$ cat src/rtl/usb_uart_tx_sched.sv
// Shares the USB-UART transmit register path among NumReq byte-stream requesters.
// Latency: 5 cycles per byte when the peripheral is idle. Arbitration is round-robin per packet.
// Backpressure: each busy poll that reads 1 adds two cycles; a requester is stalled until its one-cycle ready pulse.
//
// Ports:
//   clk_i, reset_n_i            clock, asynchronous active-low reset
//   req_valid_i/data/last       per-requester byte stream (8 bits per requester, packed)
//   req_ready_o                 one-cycle accept pulse to the lock owner
//   bus_address_o/data_o/rd_wr_o, bus_data_i   peripheral register bus (read data registered)
//   grant_o, busy_o, lock_timeout_o, bytes_sent_o   status
module usb_uart_tx_sched #(
  parameter int          NumReq      = 2,
  parameter logic [15:0] UartBase    = 16'h0000,
  parameter int          LockTimeout = 255
) (
  input  logic                  clk_i,
  input  logic                  reset_n_i,
  input  logic [NumReq-1:0]     req_valid_i,
  input  logic [8*NumReq-1:0]   req_data_i,
  input  logic [NumReq-1:0]     req_last_i,
  output logic [NumReq-1:0]     req_ready_o,
  output logic [15:0]           bus_address_o,
  output logic [7:0]            bus_data_o,
  output logic                  bus_rd_wr_o,
  input  logic [7:0]            bus_data_i,
  output logic [NumReq-1:0]     grant_o,
  output logic                  busy_o,
  output logic                  lock_timeout_o,
  output logic [15:0]           bytes_sent_o
);

  localparam int IdxW = (NumReq > 1) ? $clog2(NumReq) : 1;
  localparam int CntW = $clog2(LockTimeout + 1);

  // Offsets +3/+4 are never generated: reading +3 would pop the RX FIFO.
  localparam logic [15:0] AddrData = UartBase;
  localparam logic [15:0] AddrSend = UartBase + 16'd1;
  localparam logic [15:0] AddrBusy = UartBase + 16'd2;

  typedef enum logic [2:0] {
    IDLE   = 3'd0,
    POLL_A = 3'd1,
    POLL_D = 3'd2,
    WR_D   = 3'd3,
    WR_S   = 3'd4
  } state_e;

  state_e            state_q, state_d;
  logic              lock_vld_q, lock_vld_d;
  logic [IdxW-1:0]   lock_idx_q, lock_idx_d;
  logic [IdxW-1:0]   rr_q, rr_d;
  logic [CntW-1:0]   idle_cnt_q, idle_cnt_d;
  logic [15:0]       bytes_sent_q;
  logic              bytes_inc;

  // View of the lock owner's stream.
  logic              cur_vld;
  logic              cur_last;
  logic [7:0]        cur_dat;
  logic [IdxW-1:0]   rr_after_owner;

  always_comb begin
    cur_vld  = 1'b0;
    cur_last = 1'b0;
    cur_dat  = 8'h00;
    for (int k = 0; k < NumReq; k++) begin
      if (lock_idx_q == IdxW'(k)) begin
        cur_vld  = req_valid_i[k];
        cur_last = req_last_i[k];
        cur_dat  = req_data_i[8*k +: 8];
      end
    end
  end

  // The pointer moves just past the owner whenever a lock is released.
  assign rr_after_owner = (lock_idx_q == IdxW'(NumReq - 1)) ? '0 : lock_idx_q + 1'b1;

  // Round-robin search starting at rr_q, wrapping at NumReq.
  logic            pick_vld;
  logic [IdxW-1:0] pick_idx;

  always_comb begin
    int j;
    pick_vld = 1'b0;
    pick_idx = '0;
    for (int i = 0; i < NumReq; i++) begin
      j = int'(rr_q) + i;
      if (j >= NumReq) j = j - NumReq;
      for (int k = 0; k < NumReq; k++) begin
        if (!pick_vld && (j == k) && req_valid_i[k]) begin
          pick_vld = 1'b1;
          pick_idx = IdxW'(k);
        end
      end
    end
  end

  always_comb begin
    state_d        = state_q;
    lock_vld_d     = lock_vld_q;
    lock_idx_d     = lock_idx_q;
    rr_d           = rr_q;
    idle_cnt_d     = '0;
    bytes_inc      = 1'b0;
    req_ready_o    = '0;
    bus_address_o  = AddrBusy;
    bus_data_o     = 8'h00;
    bus_rd_wr_o    = 1'b0;
    lock_timeout_o = 1'b0;

    case (state_q)
      IDLE: begin
        if (!lock_vld_q) begin
          if (pick_vld) begin
            lock_vld_d = 1'b1;
            lock_idx_d = pick_idx;
            state_d    = POLL_A;
          end
        end else if (cur_vld) begin
          state_d = POLL_A;
        end else if (idle_cnt_q == CntW'(LockTimeout - 1)) begin
          // The owner stalled mid-packet too long; let others in.
          lock_vld_d     = 1'b0;
          lock_timeout_o = 1'b1;
          rr_d           = rr_after_owner;
        end else begin
          idle_cnt_d = idle_cnt_q + 1'b1;
        end
      end
      POLL_A: begin
        state_d = POLL_D;
      end
      POLL_D: begin
        // Read data returned for the address presented in POLL_A.
        state_d = bus_data_i[0] ? POLL_A : WR_D;
      end
      WR_D: begin
        bus_address_o = AddrData;
        bus_data_o    = cur_dat;
        bus_rd_wr_o   = 1'b1;
        state_d       = WR_S;
      end
      WR_S: begin
        bus_address_o = AddrSend;
        bus_rd_wr_o   = 1'b1;
        bytes_inc     = 1'b1;
        for (int k = 0; k < NumReq; k++) begin
          if (lock_idx_q == IdxW'(k)) req_ready_o[k] = 1'b1;
        end
        if (cur_last) begin
          lock_vld_d = 1'b0;
          rr_d       = rr_after_owner;
        end
        state_d = IDLE;
      end
      default: begin
        state_d = IDLE;
      end
    endcase
  end

  always_ff @(posedge clk_i or negedge reset_n_i) begin
    if (!reset_n_i) begin
      state_q      <= IDLE;
      lock_vld_q   <= 1'b0;
      lock_idx_q   <= '0;
      rr_q         <= '0;
      idle_cnt_q   <= '0;
      bytes_sent_q <= 16'h0000;
    end else begin
      state_q    <= state_d;
      lock_vld_q <= lock_vld_d;
      lock_idx_q <= lock_idx_d;
      rr_q       <= rr_d;
      idle_cnt_q <= idle_cnt_d;
      if (bytes_inc) bytes_sent_q <= bytes_sent_q + 16'd1;
    end
  end

  always_comb begin
    grant_o = '0;
    for (int k = 0; k < NumReq; k++) begin
      if (lock_vld_q && (lock_idx_q == IdxW'(k))) grant_o[k] = 1'b1;
    end
  end

  assign busy_o       = (state_q != IDLE) || lock_vld_q;
  assign bytes_sent_o = bytes_sent_q;

endmodule

$ cat config.mk
export PLATFORM = sky130hd
export DESIGN_NAME = usb_uart_tx_sched
export DESIGN_NICKNAME = d
export VERILOG_FILES = /design/src/rtl/usb_uart_tx_sched.sv
export SDC_FILE = /design/constraint.sdc
export NUM_CORES = 1
export LEC_CHECK = 0
export BUFFER_PORTS_ARGS = -buffer_cell sky130_fd_sc_hd__buf_2
export CORE_ASPECT_RATIO = 0.6
export CORE_MARGIN = 4
export CORE_UTILIZATION = 44
export CTS_BUF_LIST = sky130_fd_sc_hd__clkbuf_8
export CTS_CLUSTER_DIAMETER = 120
export DETAILED_ROUTE_END_ITERATION = 12
export GPL_TIMING_DRIVEN = 0
export PLACE_DENSITY = 0.9
export SLEW_MARGIN = 20
export SYNTH_ARGS = -nofsm -noshare
export SYNTH_HDL_FRONTEND = slang
export SYNTH_SLANG_ARGS = --single-unit
$ cat constraint.sdc
create_clock -name clk_i -period 1.5 [get_ports clk_i]
set_clock_uncertainty 0.15 [all_clocks]
set_input_delay 0.3 -clock clk_i [delete_from_list [all_inputs] [get_ports clk_i]]
set_output_delay 0.3 -clock clk_i [all_outputs]
set_load 0.005 [all_outputs]
-- Word level (Yosys, flattened, before mapping)
Cells that the tools add are included.
W data, S select, Z words.
- bits in registers: 30
- input bits: 30
- output and inout bits: 47
- word-level logic and storage cells: 98
- $add $sub $neg: 6
- order comparisons: 2
- eq/ne operators: 13
- multiplexer cells: 46
- bitwise operators: 2
- reduce and logical (&&, ||, !) cells: 23
- operator list (cell ; count):
    $eq A32 B2 Y1 const B ; 2
    $logic_not A32 Y1 ; 2
    $mux W32 ; 2
    $mux W8 ; 6
    $mux W1 ; 29
    $add A16 B1 Y16 const B ; 1
    $pmux W3 S4 ; 1
    $logic_and A1 B1 Y1 ; 9
    $mux W3 ; 3
    $add A8 B1 Y8 const B ; 1
    $eq A8 B8 Y1 const B ; 1
    $ne A2 B2 Y1 const B ; 4
    $eq A3 B2 Y1 const B ; 2
    $ne A3 B3 Y1 const B ; 2
    $reduce_and A5 Y1 ; 1
    $mux W2 ; 2
    $pmux W1 S2 ; 2
    $pmux W2 S2 ; 1
    $reduce_and A2 Y1 ; 2
    $eq A3 B1 Y1 const B ; 1
    $eq A3 B3 Y1 const B ; 1
    $logic_not A1 Y1 ; 3
    $logic_not A3 Y1 ; 1
    $reduce_and A3 Y1 ; 1
    other kinds (11) ; 12

-- Logic depth before layout (Yosys ltp)
- word-level depth: 20
- mapped depth: 6
- mapped depth without buffers: 6

-- Worst setup path before layout
No wires, ideal clock.
- path type: register to output
- start: register lock_idx_q
- end: output bus_data_o[0]
- arrival time: 1.127 ns
- data required time: 1.050 ns
- setup slack: -0.077 ns
- stages on the path, launching flop included: 5
- buffers on the path: 2
- cell sequence: dfrtp_1 buf_2 buf_1 mux2i_1 nor2_1
- cells in the longest elaborated chain, start to end: 2
- ends and longest elaborated chain (what ; RTL line ; source):
    start, declared ; 50 ; logic [IdxW-1:0] lock_idx_q, lock_idx_d;
    start signal, assigned ; 173 ; lock_idx_q <= lock_idx_d;
    $mux W8 ; 67 ; if (lock_idx_q == IdxW'(k)) begin
    $mux W8 ; 111 ; case (state_q)
    end, declared ; 23 ; output logic [7:0] bus_data_o,
Every way passes these cells.

-- Worst setup path in the final report
- start: register lock_idx_q
- end: output lock_timeout_o
- cells in the longest elaborated chain, start to end: 4
- ends and longest elaborated chain (what ; RTL line ; source):
    $mux W1 ; 67 ;
    $mux W1 ; 119 ; end else if (cur_vld) begin
    $mux W1 ; 113 ; if (!lock_vld_q) begin
    $mux W1 ; 111 ;
    end, declared ; 28 ; output logic lock_timeout_o,
Every way passes these cells.

==> results.md <==
- Boundary Pins: 77
- Vias in the first global route: 1535
- Required time worst endpoint: 1.05 ns
- Cell count after placement: 290
- Slack of the critical path: -0.301 ns
- Type of origin of the critical path: register
- Synthesized area divided by synthesized cell count: 9.80 um2
- Starting utilization of the core area: 0.463
- Total of endpoints with negative setup slack in the final report: 40
- Highest-delay cell along the critical path: dfrtp_1
- Synth top area share: 0.438
- IR drop worst, VDD: 0.929 mV
- RSZ-0062 raised after global routing: yes
- Violation count after the first detailed-route iteration: 107
- Post-synthesis async set-or-reset flop share: 1.00
- Worst Path Class, Setup: register to primary output
- First-pass GRT wire length: 7560 um
- Filler Cell Count: 247
- Number of clock sinks seen by CTS: 30
- Synthesized flop and latch total: 30
- Residual overflow from global routing: 0
- Die span in y: 56.4 um
- Final Cycle Share: 1.20
- Cells after synthesis: 175
- Pwr/cell area: 1490 mW/mm2
- Ratio of cells with drive above 1 in the final layout: 0.504
- Max-cap violation count: 0
- Static leakage: 1.44 nW
- Violated checks: setup timing
- Site row count: 17
- Die span in x: 88.6 um
- Total clock buffers created by CTS: 5
- DR vias: 1567
- Crit path arrival time: 1.35 ns
- Cell-by-cell trace of the critical path: buf_6 > mux2i_1 > nand4b_1 > nor2_1 > buf_2
- Clock tree from TritonCTS: built
- Core area: 0.00370 mm2
- HPWL after detailed placement: 2830 um
- Post-synth top flop: dfrtp_1
- Period minus WS final: 1.80 ns
- Pin count of the biggest net entering global routing: 31
- Pre-CTS setup slack: -0.182 ns
- Average vias per placed instance: 4.91
- Worst Hold Class: input pin to register
- Proportion of synthesized chip area in sequential cells: 0.438
- Highest clock rate: 555 MHz
- DRT Pass-1 Iters: 4
- Library cell with the largest summed area after synthesis: dfrtp_1
- Most common cell after layout, fill and taps aside: buf_2
- Clock transition at path regs: 0.07 ns
- Final count of pins violating max slew: 0
- Number of enable-type register cells in the synthesized netlist: 0
- Stage delay of the slowest cell on the critical path: 0.34 ns
- Synth warn: 0
- Area growth from synthesis to layout: 53.4%
- Diodes inserted: 0
- Number of distinct library cells after synthesis: 36
- Tightest slew margin relative to the limit: 0.564
- Die Footprint: 0.00499 mm2
- H-tree level count: 2
- Final Wtd Congestion: 0.783
- Area contributors post-synth: dfrtp_1 (44%), mux2i_1 (7.0%), nor2_1 (6.6%), buf_4 (6.1%), xor2_1 (6.1%)
- Commonest non-fill, non-tap cells in the layout: buf_2 (54), buf_4 (29), dfrtp_1 (26)
- Clock root buffer master: clkbuf_8
- Final Hold Violating Endpoints: 0
- All-Layer GR Usage: 0.204
- Critical path endpoint category: primary output
- Utilization of the core after routing: 0.711
- Worst-Skew Late Latency: 0.28 ns
- Final net count: 304
- Count of unresolved DRC violations after routing: 0
- Count of input and output buffers: 55
- WL per Instance: 16.0 um
- Routed Wire Length: 5120 um
- Highest fanout seen on the critical path: 6
- DRT antenna net count: 0
- Actual transition at the worst max-transition pin: 0.653 ns
- Initial antenna violation count: 0
- Maximum number of buffers from clock root to sink: 2
- Result of the run: complete, but fails checks
- Netlist area before placement: 0.00172 mm2
- Post-route non-filler standard cell count: 319
[cell usage after synthesis, types with 3 or more instances]
master   count
nand3_1      6
nor3_2       3
nand2_1     14
dfrtp_1     30
buf_4       14
mux2i_1     12
xnor2_1      9
xor2_1      12
inv_1        9
ha_1         3
nor2_1      30
[area by class of cell]
class	count	area [um2]	area share
Buffer	16	131	0.0499
Clock buffer	6	82.6	0.0314
Clock inverter	2	60.1	0.0228
Inverter	10	42.5	0.0162
Multi-Input combinational cell	131	1010	0.385
Sequential cell	30	756	0.287
Tap cell	47	58.8	0.0223
Timing Repair Buffer	77	488	0.185
[path summary, 6_finish.rpt]
kind                                        from          endpoint  slack [ns]  cells after the start
max in group asynchronous              reset_n_i        state_q[1]        0.28                      2
worst max register to register        state_q[0]  bytes_sent_o[15]       -0.27                      8
min in group asynchronous              reset_n_i        lock_vld_q        0.45                      2
worst max-delay path                  lock_idx_q    lock_timeout_o       -0.30                      5
worst min-delay path              req_valid_i[0]        lock_idx_q        0.13                      2
worst min register to register  bytes_sent_o[15]  bytes_sent_o[15]        0.33                      1
[metal layers]
layer / routed length, um / GRT usage / share of wire / vias to the layer above
met5: 0 / 0 / 0 / -
met4: 159 / 0.0819 / 0.031 / 0
met3: 333 / 0.0557 / 0.065 / 15
met2: 2430 / 0.317 / 0.47 / 68
met1: 2200 / 0.267 / 0.43 / 744
li1: - / - / - / 740
[power by group]
part           switching (mW)  total, mW  internal [mW]
registers               0.171       1.12          0.949
logic                   0.819       1.77          0.955
clock network           0.322       1.03          0.709
total                    1.31       3.93           2.61
[per-stage QoR]
stage | instance area, um2 | hold WS (ns) | TNS, ns | power [mW]
2_1_floorplan | 1780 | -0.146 | 0 | 1.76
3_3_place_gp | 2110 | 0.211 | -1.88 | 2.06
3_5_place_dp | 2110 | 0.223 | -2.86 | 2.10
4_1_cts | 2520 | 0.0913 | -5.28 | 3.68
5_1_grt | 2630 | 0.133 | -9.47 | 4.11
6_report | 2630 | 0.129 | -7.03 | 3.93
[sequential cells by signal, summed over array words and instances, names as in the netlist]
signal        flops
bytes_sent_o     16
idle_cnt_q        8
state_q           3
lock_idx_q        1
lock_vld_q        1
rr_q              1
[critical path: cells and delay by family, from the launching register on]
| kind | cells | cell delay [ns] |
|---|---|---|
| simple gates | 2 | 0.23 |
| flops | 1 | 0.34 |
| buf+inv | 2 | 0.28 |
| mux | 1 | 0.21 |
[logic make-up (layout without fill, tap and decap cells)]
kind of cell / count (synthesis) / in the layout / synth area share
XOR/XNOR: 21 / 21 / 0.107
adder cells (fa/ha/maj): 3 / 3 / 0.0219
AO/OA/AOI/OAI: 5 / 5 / 0.0175
AND/OR/NAND/NOR: 75 / 76 / 0.248
buffers and inverters: 28 / 111 / 0.0955
multiplexers: 12 / 12 / 0.0700
flip-flops: 30 / 30 / 0.438
other: 1 / 14 / 0.00219
[timing repair]
item | CTS | global route
setup buffers | 16 | 5
gates cloned | 2 | 0
hold buffers | 1 | 0
hold endpoints to repair | 30 | 0
resized for setup | 29 | 22
pin swaps | 15 | 14
setup endpoints to repair | 35 | 41
(Power assumes the default switching activity.)
